`config.mk`:
```
export PLATFORM = sky130hd
export DESIGN_NAME = gshare_pred
export DESIGN_NICKNAME = d
export VERILOG_FILES = /design/src/rtl/gshare_pkg.sv /design/src/rtl/pht_counter_next.sv /design/src/rtl/gshare_pred.sv
export SDC_FILE = /design/constraint.sdc
export NUM_CORES = 1
export LEC_CHECK = 0
export ABC_AREA = 1
export BUFFER_PORTS_ARGS = -buffer_cell sky130_fd_sc_hd__buf_4
export CAP_MARGIN = 40
export CORE_MARGIN = 3
export CORE_UTILIZATION = 50
export DETAILED_ROUTE_END_ITERATION = 10
export PLACE_DENSITY_LB_ADDON = 0.05
export SYNTH_ARGS = -nofsm -noshare
export SYNTH_HDL_FRONTEND = slang
export SYNTH_SLANG_ARGS = --single-unit
```
`constraint.sdc`:
```
create_clock -name clk -period 2.1 [get_ports clk]
set_clock_uncertainty 0.2 [all_clocks]
set_input_delay 0 -clock clk [delete_from_list [all_inputs] [get_ports clk]]
set_output_delay 0 -clock clk [all_outputs]
set_load 0.01 [all_outputs]
```
`src/rtl/gshare_pkg.sv`:
```
// Shared constants and helpers for the gshare branch predictor.
// Build option: define GSHARE_HASH_EN for PC^GHR indexing; otherwise bimodal (PC only).
package gshare_pkg;

   localparam int unsigned GSHARE_N_DEF  = 2;
   localparam int unsigned GSHARE_K_DEF  = 4;
   localparam int unsigned GSHARE_PC_W   = 32;
   localparam int unsigned GSHARE_PC_OFS = 2;

   // Weakly not-taken counter value for an n-bit counter: 2^(n-1)-1.
   function automatic logic [31:0] ctr_rst_val(input int unsigned n);
      return 32'((32'd1 << (n - 1)) - 32'd1);
   endfunction

endpackage

```
`src/rtl/pht_counter_next.sv`:
```
// Saturating up/down next-value logic for one pattern-history counter.
module pht_counter_next #(
   parameter int unsigned N = 2
) (
   input  logic [N-1:0] ctr_i,
   input  logic         taken_i,
   output logic [N-1:0] ctr_nxt_c
);

   localparam logic [N-1:0] CTR_MAX = '1;
   localparam logic [N-1:0] CTR_MIN = '0;

   // Increment on taken, decrement on not-taken, holding at the rails.
   always_comb begin
      ctr_nxt_c = ctr_i;
      if (taken_i) begin
         if (ctr_i != CTR_MAX) ctr_nxt_c = ctr_i + N'(1);
      end else begin
         if (ctr_i != CTR_MIN) ctr_nxt_c = ctr_i - N'(1);
      end
   end

endmodule

```
`src/rtl/gshare_pred.sv`:
```
// Gshare branch direction predictor: 2^K saturating counters, global history,
// one-cycle registered prediction, resolution-time training and GHR recovery.
// Build option: GSHARE_HASH_EN selects PC^GHR indexing; undefined gives PC-only indexing.
module gshare_pred
   import gshare_pkg::*;
#(
   parameter int unsigned N = GSHARE_N_DEF,
   parameter int unsigned K = GSHARE_K_DEF
) (
   input  logic                   clk,
   input  logic                   reset,
   input  logic                   lookup_valid,
   input  logic [GSHARE_PC_W-1:0] lookup_pc,
   output logic                   pred_valid,
   output logic                   pred_taken,
   output logic [K-1:0]           pred_ghr,
   input  logic                   update_valid,
   input  logic [GSHARE_PC_W-1:0] update_pc,
   input  logic                   update_taken,
   input  logic                   update_mispredict,
   input  logic [K-1:0]           update_ghr
);

   localparam int unsigned  DEPTH   = 1 << K;
   localparam logic [N-1:0] CTR_RST = N'(ctr_rst_val(N));

   logic [N-1:0] pht_q [DEPTH];
   logic [K-1:0] ghr_q, ghr_d;
   logic         pred_valid_q, pred_valid_d;
   logic         pred_taken_q, pred_taken_d;
   logic [K-1:0] pred_ghr_q, pred_ghr_d;

   logic [K-1:0] lk_idx, up_idx;
   logic [N-1:0] lk_ctr, up_ctr, up_ctr_nxt;

   // Table index formation for the lookup and update ports.
`ifdef GSHARE_HASH_EN
   assign lk_idx = lookup_pc[GSHARE_PC_OFS +: K] ^ ghr_q;
   assign up_idx = update_pc[GSHARE_PC_OFS +: K] ^ update_ghr;
`else
   assign lk_idx = lookup_pc[GSHARE_PC_OFS +: K];
   assign up_idx = update_pc[GSHARE_PC_OFS +: K];
`endif

   // Reads see the registered table, so a same-cycle update is not visible yet.
   assign lk_ctr = pht_q[lk_idx];
   assign up_ctr = pht_q[up_idx];

   pht_counter_next #(.N(N)) u_ctr_next (
      .ctr_i     (up_ctr),
      .taken_i   (update_taken),
      .ctr_nxt_c (up_ctr_nxt)
   );

   // Next-state for history and prediction outputs; recovery overrides speculation.
   always_comb begin
      ghr_d        = ghr_q;
      pred_valid_d = 1'b0;
      pred_taken_d = pred_taken_q;
      pred_ghr_d   = pred_ghr_q;
      if (lookup_valid) begin
         pred_valid_d = 1'b1;
         pred_taken_d = lk_ctr[N-1];
         pred_ghr_d   = ghr_q;
         ghr_d        = {ghr_q[K-2:0], lk_ctr[N-1]};
      end
      if (update_valid && update_mispredict) begin
         ghr_d = {update_ghr[K-2:0], update_taken};
      end
   end

   // State registers with synchronous active-low reset dominating all traffic.
   always_ff @(posedge clk) begin
      if (!reset) begin
         pht_q        <= '{default: CTR_RST};
         ghr_q        <= '0;
         pred_valid_q <= 1'b0;
         pred_taken_q <= 1'b0;
         pred_ghr_q   <= '0;
      end else begin
         if (update_valid) pht_q[up_idx] <= up_ctr_nxt;
         ghr_q        <= ghr_d;
         pred_valid_q <= pred_valid_d;
         pred_taken_q <= pred_taken_d;
         pred_ghr_q   <= pred_ghr_d;
      end
   end

   assign pred_valid = pred_valid_q;
   assign pred_taken = pred_taken_q;
   assign pred_ghr   = pred_ghr_q;

   // PC bits outside the index field and the history MSB on recovery are not needed.
   logic unused_bits;
   assign unused_bits = ^{lookup_pc[GSHARE_PC_W-1:K+GSHARE_PC_OFS],
                          lookup_pc[GSHARE_PC_OFS-1:0],
                          update_pc[GSHARE_PC_W-1:K+GSHARE_PC_OFS],
                          update_pc[GSHARE_PC_OFS-1:0],
                          update_ghr[K-1]};

endmodule

```
==> flow_metrics.py, run 1 <==
metrics = {
    "final_layout": {
        "layout_common_cells": "nand2_1, nor2_1, inv_1",
        "final_common_cell": "nand2_1",
        "seqCellArea_um2": 841,
        "diodes": 0,
        "final_nets": 494,
        "nFillCells": 418,
        "drive_above_1_share_pct": 9.03,
        "area_delta_synth_final_pct": 18.2,
        "finish.utilization_pct": 64.1,
        "fin_area_um2": 2690,
        "multi_input_area_um2": 1180,
    },
    "grt": {
        "antenna_found_initial": 0,
        "grt_pass1_vias": 2179,
        "grt_max_degree": 34,
        "grt_pass1_wl_um": 9990,
        "grt_use_total_pct": 23.6,
        "grt-ovfl-total": 0,
    },
    "sta": {
        "finalMaxSlewViolations": 0,
        "max_slew_margin_pct": 53.6,
        "min_period_over_period_pct": 91.0,
        "fin_setup_tns_ns": 0,
        "fin_ws_ns": 0.188,
        "worstMarginPinSlew_ns": 0.697,
        "rsz0062_at_grt": "no",
        "setup_violations": 0,
        "holdWs_ns": 0.00909,
        "fmax_mhz": 523,
        "finalCriticalPeriod_ns": 1.91,
        "hold_viol": 0,
    },
    "worst_setup_path": {
        "reg2regPathDepth": 10,
        "startpoint_type": "input port",
        "critical_path.max_stage_delay_ns": 0.55,
        "crit_slowest_cell": "o21ai_2",
        "crit_path_end_kind": "flop",
        "arrival_ns": 1.95,
        "worstPathCellList": "dlygate4sd3_1, buf_4, inv_1, nand2_1, inv_1, nand2_1, nand2_1, nor2_4, o21ai_2, nand2_1, nand2_1",
        "cp_num_buf_inv": 4,
        "r2r_setup_slack_ns": 0.19,
        "worstSetupPathType": "input port to flop",
        "reg2reg_from": "pht_q[7]$_SDFFE_PN0P_",
        "cpMostUsedCell": "nand2_1",
        "path_delay_family": "buffers and inverters",
        "cp_max_fo": 16,
        "worst_ep_required_time_ns": 2.13,
        "crit-reg2reg-capture": "pht_q[18]$_SDFFE_PN1P_",
    },
    "detailed_routing": {
        "routedWlPerCell_um": 12.6,
        "final_antenna_net_count": 0,
        "vias": 2363,
        "drt-total-wl_um": 5920,
        "first_iter_violations": 194,
        "viasPerCell": 5.02,
        "drc": 0,
        "first_pass_iters": 4,
    },
    "clocking": {
        "cts_tree": "done",
        "clk_pin_slew_ns": 0.08,
        "cts.sinks": 42,
        "cts.htree.levels": 2,
        "clkLatencyLatePin_ns": 0.29,
        "clockBufferDepth": 2,
        "cts_made_buffers": 5,
        "clockRootBuffer": "clkbuf_8",
    },
    "min_path": {
        "min-delay-start": "update_taken",
        "min_path_type": "input port to flop",
        "hold_path_end": "ghr_q[0]$_SDFFE_PN0P_",
        "whs_path_depth": 5,
    },
    "place": {
        "io_buffers": 22,
        "gp_congestion": 0.830,
        "dp_slack_ns": 0.143,
        "hpwl_um": 4050,
        "post_dp_cell_area_um2": 2460,
    },
    "run_status": {
        "status": "complete, no violations",
    },
    "logic_synthesis": {
        "syn_inst": 387,
        "synth_warnings": 0,
        "async_reset_ff_share_pct": 0,
        "synth_edf_count": 0,
        "synth_cell_types": 21,
        "syn-mean-instance-area_um2": 5.89,
        "yosysSeqAreaShare_pct": 36.9,
        "synth_nets": 461,
        "syn_area_um2": 2280,
        "synthFlopType": "dfxtp_1",
        "postSynthRegisterBits": 42,
    },
    "die": {
        "start_util_pct": 54.3,
        "io_pins": 80,
        "design.die.area_um2": 5410,
        "fp.coreArea_um2": 4200,
        "die_x_um": 73.5,
        "fp-row-count": 23,
        "die-height_um": 73.5,
    },
    "pwr": {
        "p_per_area_nw_per_um2": 608,
        "vdd_drop_max_v": 0.000392,
        "p_leak_nw": 1.30,
    },
    "flow_run": {
        "drv_cap": 0,
    },
}
sequential cells by signal, summed over array words and instances (netlist names):
register / cells
pht_q: 32
ghr_q: 4
pred_ghr: 4
pred_taken: 1
pred_valid: 1
power breakdown:
group / internal (mW) / switching (mW) / leakage (nW)
sequential: 0.820 / 0.0139 / 0.342
combinational: 0.0987 / 0.159 / 0.914
clock: 0.264 / 0.281 / 0.0472
total: 1.18 / 0.454 / 1.30
cells in the mapped netlist (2+ instances only):
| master | number | share of area, % |
|---|---|---|
| dfxtp_1 | 42 | 37 |
| clkinv_1 | 3 | 0.49 |
| clkbuf_1 | 6 | 0.99 |
| nor2_1 | 55 | 9.1 |
| inv_1 | 48 | 7.9 |
| a21oi_1 | 27 | 5.9 |
| nand2_1 | 148 | 24 |
| inv_2 | 2 | 0.33 |
| buf_4 | 2 | 0.66 |
| buf_2 | 3 | 0.66 |
| nand3_1 | 25 | 5.5 |
| a31oi_1 | 4 | 1.1 |
| o21ai_0 | 14 | 3.1 |
worst max path at each step:
stage,from,endpoint,slack [ns],depth (start not counted)
final,update_pc[4],pht_q[18]$_SDFFE_PN1P_,0.19,11
after floorplan,pht_q[27]$_SDFFE_PN0P_,pht_q[15]$_SDFFE_PN0P_,0.55,13
after global placement,update_pc[2],pht_q[28]$_SDFFE_PN1P_,0.18,12
after detailed placement,update_pc[2],pht_q[14]$_SDFFE_PN1P_,0.14,12
after global routing,pht_q[7]$_SDFFE_PN0P_,pht_q[20]$_SDFFE_PN1P_,0.005,10
after CTS,pht_q[7]$_SDFFE_PN0P_,pht_q[14]$_SDFFE_PN1P_,0.18,10
cell families (layout without fill, tap and decap cells):
kind of cell	Yosys count	in the layout	synth area share, %
compound gates	48	48	11.1
buf+inv	65	99	11.5
flops	42	42	36.9
simple gates	232	232	40.5
timing repair:
action                    CTS  global route
gates resized for setup     0             0
hold buffers               14             0
hold endpoints to repair   12             0
setup buffers               0             0
area by class of cell:
cell class | instances | share of cell area (%)
Sequential cell | 42 | 31.2
Multi-Input combinational cell | 280 | 43.7
Clock buffer | 6 | 3.07
Inverter | 53 | 7.39
Tap cell | 50 | 2.32
Timing Repair Buffer | 38 | 11.9
Clock inverter | 2 | 0.464
metrics by stage:
step	instances	power, mW
after global routing	471	1.73
after floorplan	387	1.01
after detailed placement	449	1.08
final	471	1.64
after global placement	449	1.08
after CTS	471	1.65
routing by layer:
layer	vias up	routed length, um	global-route usage (%)	part of all wire (%)
li1	1250	-	-	-
met1	1045	2800	31.0	47
met2	62	2710	39.7	46
met3	6	361	4.24	6.1
met4	0	51	6.04	0.86
met5	-	0	0	0
tightest hold or removal path, stage by stage:
cell,delay (ns)
buf_4,0.09
inv_1,0.09
nor2_1,0.12
a31oi_1,0.05
a21oi_1,0.12
No activity file was read; power rests on OpenSTA's default activity.
==> run 2, diff against run 1 <==
- HOLD_SLACK_MARGIN: default -> 0.12
==> run 2 against run 1 <==
Flip-flop and latch count stayed put. Combinational power is 6% higher. Clock power is essentially flat. Routed wire length increased by 0.79%. Sequential power about the same. Non-clock buffer count rose by 10. Sequential share of layout area is 1.2 points lower. Count of clock-buffer cells in the layout unchanged. Utilization up 2.5 points. Via count increased by 1.0%. Global-route usage increased by 0.26 points. Design area increased by 3.9%. Largest cell class unchanged.
==> flow_metrics.py, run 2 (synthesis gave the netlist of run 1 again) <==
metrics = {
    "pwr": {
        "p_seq_share_pct": 50.6,
        "p_per_area_nw_per_um2": 589,
        "pwr-share-clk_pct": 32.9,
        "swShare_pct": 27.5,
        "internal_power_mw": 1.20,
        "vdd_drop_max_v": 0.000390,
        "p_comb_share_pct": 16.5,
        "p_leak_nw": 1.35,
        "p_switching_mw": 0.453,
        "power.total_mw": 1.65,
    },
    "die": {
        "start_util_pct": 54.3,
        "fp-row-count": 23,
        "fp.coreArea_um2": 4200,
        "design.die.area_um2": 5410,
        "die_x_um": 73.5,
        "die-height_um": 73.5,
        "io_pins": 80,
    },
    "final_layout": {
        "diodes": 0,
        "fin_cells": 481,
        "regMostFlops": "pht_q",
        "final_nets": 504,
        "area_delta_synth_final_pct": 22.8,
        "layout_common_cells": "nand2_1, nor2_1, inv_1",
        "drive_above_1_share_pct": 9.28,
        "finish.utilization_pct": 66.6,
        "largest_reg_flops": 32,
        "final_common_cell": "nand2_1",
    },
    "place": {
        "io_buffers": 22,
        "hpwl_um": 4050,
        "dp_slack_ns": 0.143,
        "numPlacedInstances": 449,
        "gp_congestion": 0.830,
    },
    "flow_run": {
        "drv_cap": 0,
    },
    "worst_setup_path": {
        "worstSetupPathType": "input port to flop",
        "critical_path.max_stage_delay_ns": 0.63,
        "startpoint_type": "input port",
        "arrival_ns": 2.03,
        "cpMostUsedCell": "dlygate4sd3_1",
        "path_delay_family": "buffers and inverters",
        "cp_num_buf_inv": 4,
        "worstPathCellList": "buf_4, dlygate4sd3_1, nand3_1, nor2_2, dlygate4sd3_1, inv_1, a21oi_1, nand2_1",
        "reg2regPathDepth": 10,
        "crit_slowest_cell": "dlygate4sd3_1",
        "cp_max_fo": 4,
        "worst_ep_required_time_ns": 2.09,
        "crit-reg2reg-capture": "pht_q[18]$_SDFFE_PN1P_",
        "crit_path_end_kind": "flop",
        "r2r_setup_slack_ns": 0.19,
        "reg2reg_from": "pht_q[7]$_SDFFE_PN0P_",
    },
    "sta": {
        "finalMaxSlewViolations": 0,
        "fin_ws_ns": 0.0637,
        "max_slew_margin_pct": 53.7,
        "finalCriticalPeriod_ns": 2.04,
        "hold_viol": 0,
        "setup_violations": 0,
        "min_period_over_period_pct": 97.0,
        "fin_setup_tns_ns": 0,
        "worstMarginPinSlew_ns": 0.695,
        "fmax_mhz": 491,
    },
    "detailed_routing": {
        "viasPerCell": 4.96,
        "drt-total-wl_um": 5970,
        "drc": 0,
        "final_antenna_net_count": 0,
        "routedWlPerCell_um": 12.4,
        "first_pass_iters": 4,
        "first_iter_violations": 175,
        "vias": 2387,
    },
    "clocking": {
        "cts_made_buffers": 5,
        "cts.htree.levels": 2,
        "cts_tree": "done",
        "clkLatencyLatePin_ns": 0.29,
        "cts.sinks": 42,
        "clockBufferDepth": 2,
        "post-cts-setup-buffers": 0,
        "clockRootBuffer": "clkbuf_8",
        "clk_pin_slew_ns": 0.08,
    },
    "min_path": {
        "hold_path_end": "pht_q[2]$_SDFFE_PN1P_",
        "whs_path_depth": 5,
        "min_path_type": "input port to flop",
        "min-delay-start": "update_pc[3]",
    },
    "grt": {
        "grt_use_total_pct": 23.8,
        "antenna_found_initial": 0,
        "grt_max_degree": 34,
        "grt_pass1_vias": 2254,
        "grt-ovfl-total": 0,
        "grt_pass1_wl_um": 10100,
    },
    "run_status": {
        "status": "complete, no violations",
    },
}
-- run 2: changes by cell type in the layout (fill, tap and decap cells not counted), sizes merged --
cell,previous run,this run
dlygate4sd3,14,24
-- run 2: worst reg2reg max path, cell delays in order, from the launching register on --
cell and delay (ns):
dfxtp_1 0.33, inv_1 0.05, o21ai_0 0.15, nand2_1 0.06
nand2_1 0.06, nand2_1 0.06, nand2_1 0.12, nor2_4 0.06
o21ai_2 0.55, nand2_1 0.12, nand2_1 0.09
-- run 2: worst max-delay path by stage --
| stage | start | to | slack (ns) | cells after the start |
|---|---|---|---|---|
| 3_5_place_dp | update_pc[2] | pht_q[14]$_SDFFE_PN1P_ | 0.14 | 12 |
| 2_1_floorplan | pht_q[27]$_SDFFE_PN0P_ | pht_q[15]$_SDFFE_PN0P_ | 0.55 | 13 |
| 5_1_grt | update_valid | pht_q[30]$_SDFFE_PN1P_ | -0.004 | 8 |
| 6_report | update_valid | pht_q[30]$_SDFFE_PN1P_ | 0.06 | 8 |
| 3_3_place_gp | update_pc[2] | pht_q[28]$_SDFFE_PN1P_ | 0.18 | 12 |
| 4_1_cts | update_pc[4] | pht_q[30]$_SDFFE_PN1P_ | 0.03 | 9 |
-- run 2: what timing repair did --
item                       CTS  global route
hold buffers                24             0
resized for setup            0             2
setup endpoints to repair    0             3
hold endpoints to repair    42             0
-- run 2: area by class of cell --
class,instances,area (um^2)
clock buffers,6,82.6
multi-input cells,280,1180
repair buffers,48,420
clock inverters,2,12.5
fillers,415,1400
well taps,50,62.6
inverters,53,199
flip-flops and latches,42,841
-- run 2: power groups by stage --
stage / Sequential [mW] / Combinational [mW] / Clock, mW
after floorplan: 0.852 / 0.157 / 0
final: 0.834 / 0.272 / 0.543
after global placement: 0.852 / 0.227 / 0
after CTS: 0.834 / 0.268 / 0.564
after detailed placement: 0.853 / 0.231 / 0
after global routing: 0.837 / 0.306 / 0.592
-- run 2: metal layers --
layer / part of all wire [%] / global-route usage [%] / up-vias
met3: 5.6 / 4.24 / 5
met1: 48 / 30.4 / 1047
li1: - / - / 1272
met4: 0.77 / 6.04 / 0
met2: 45 / 41.2 / 63
met5: 0 / 0 / -
-- run 2: stage by stage --
stage | instance area [um^2] | hold slack [ns]
after global routing | 2800 | 0.205
after CTS | 2790 | 0.148
after floorplan | 2280 | -0.102
after detailed placement | 2460 | 0.0658
final | 2800 | 0.179
after global placement | 2460 | 0.0486
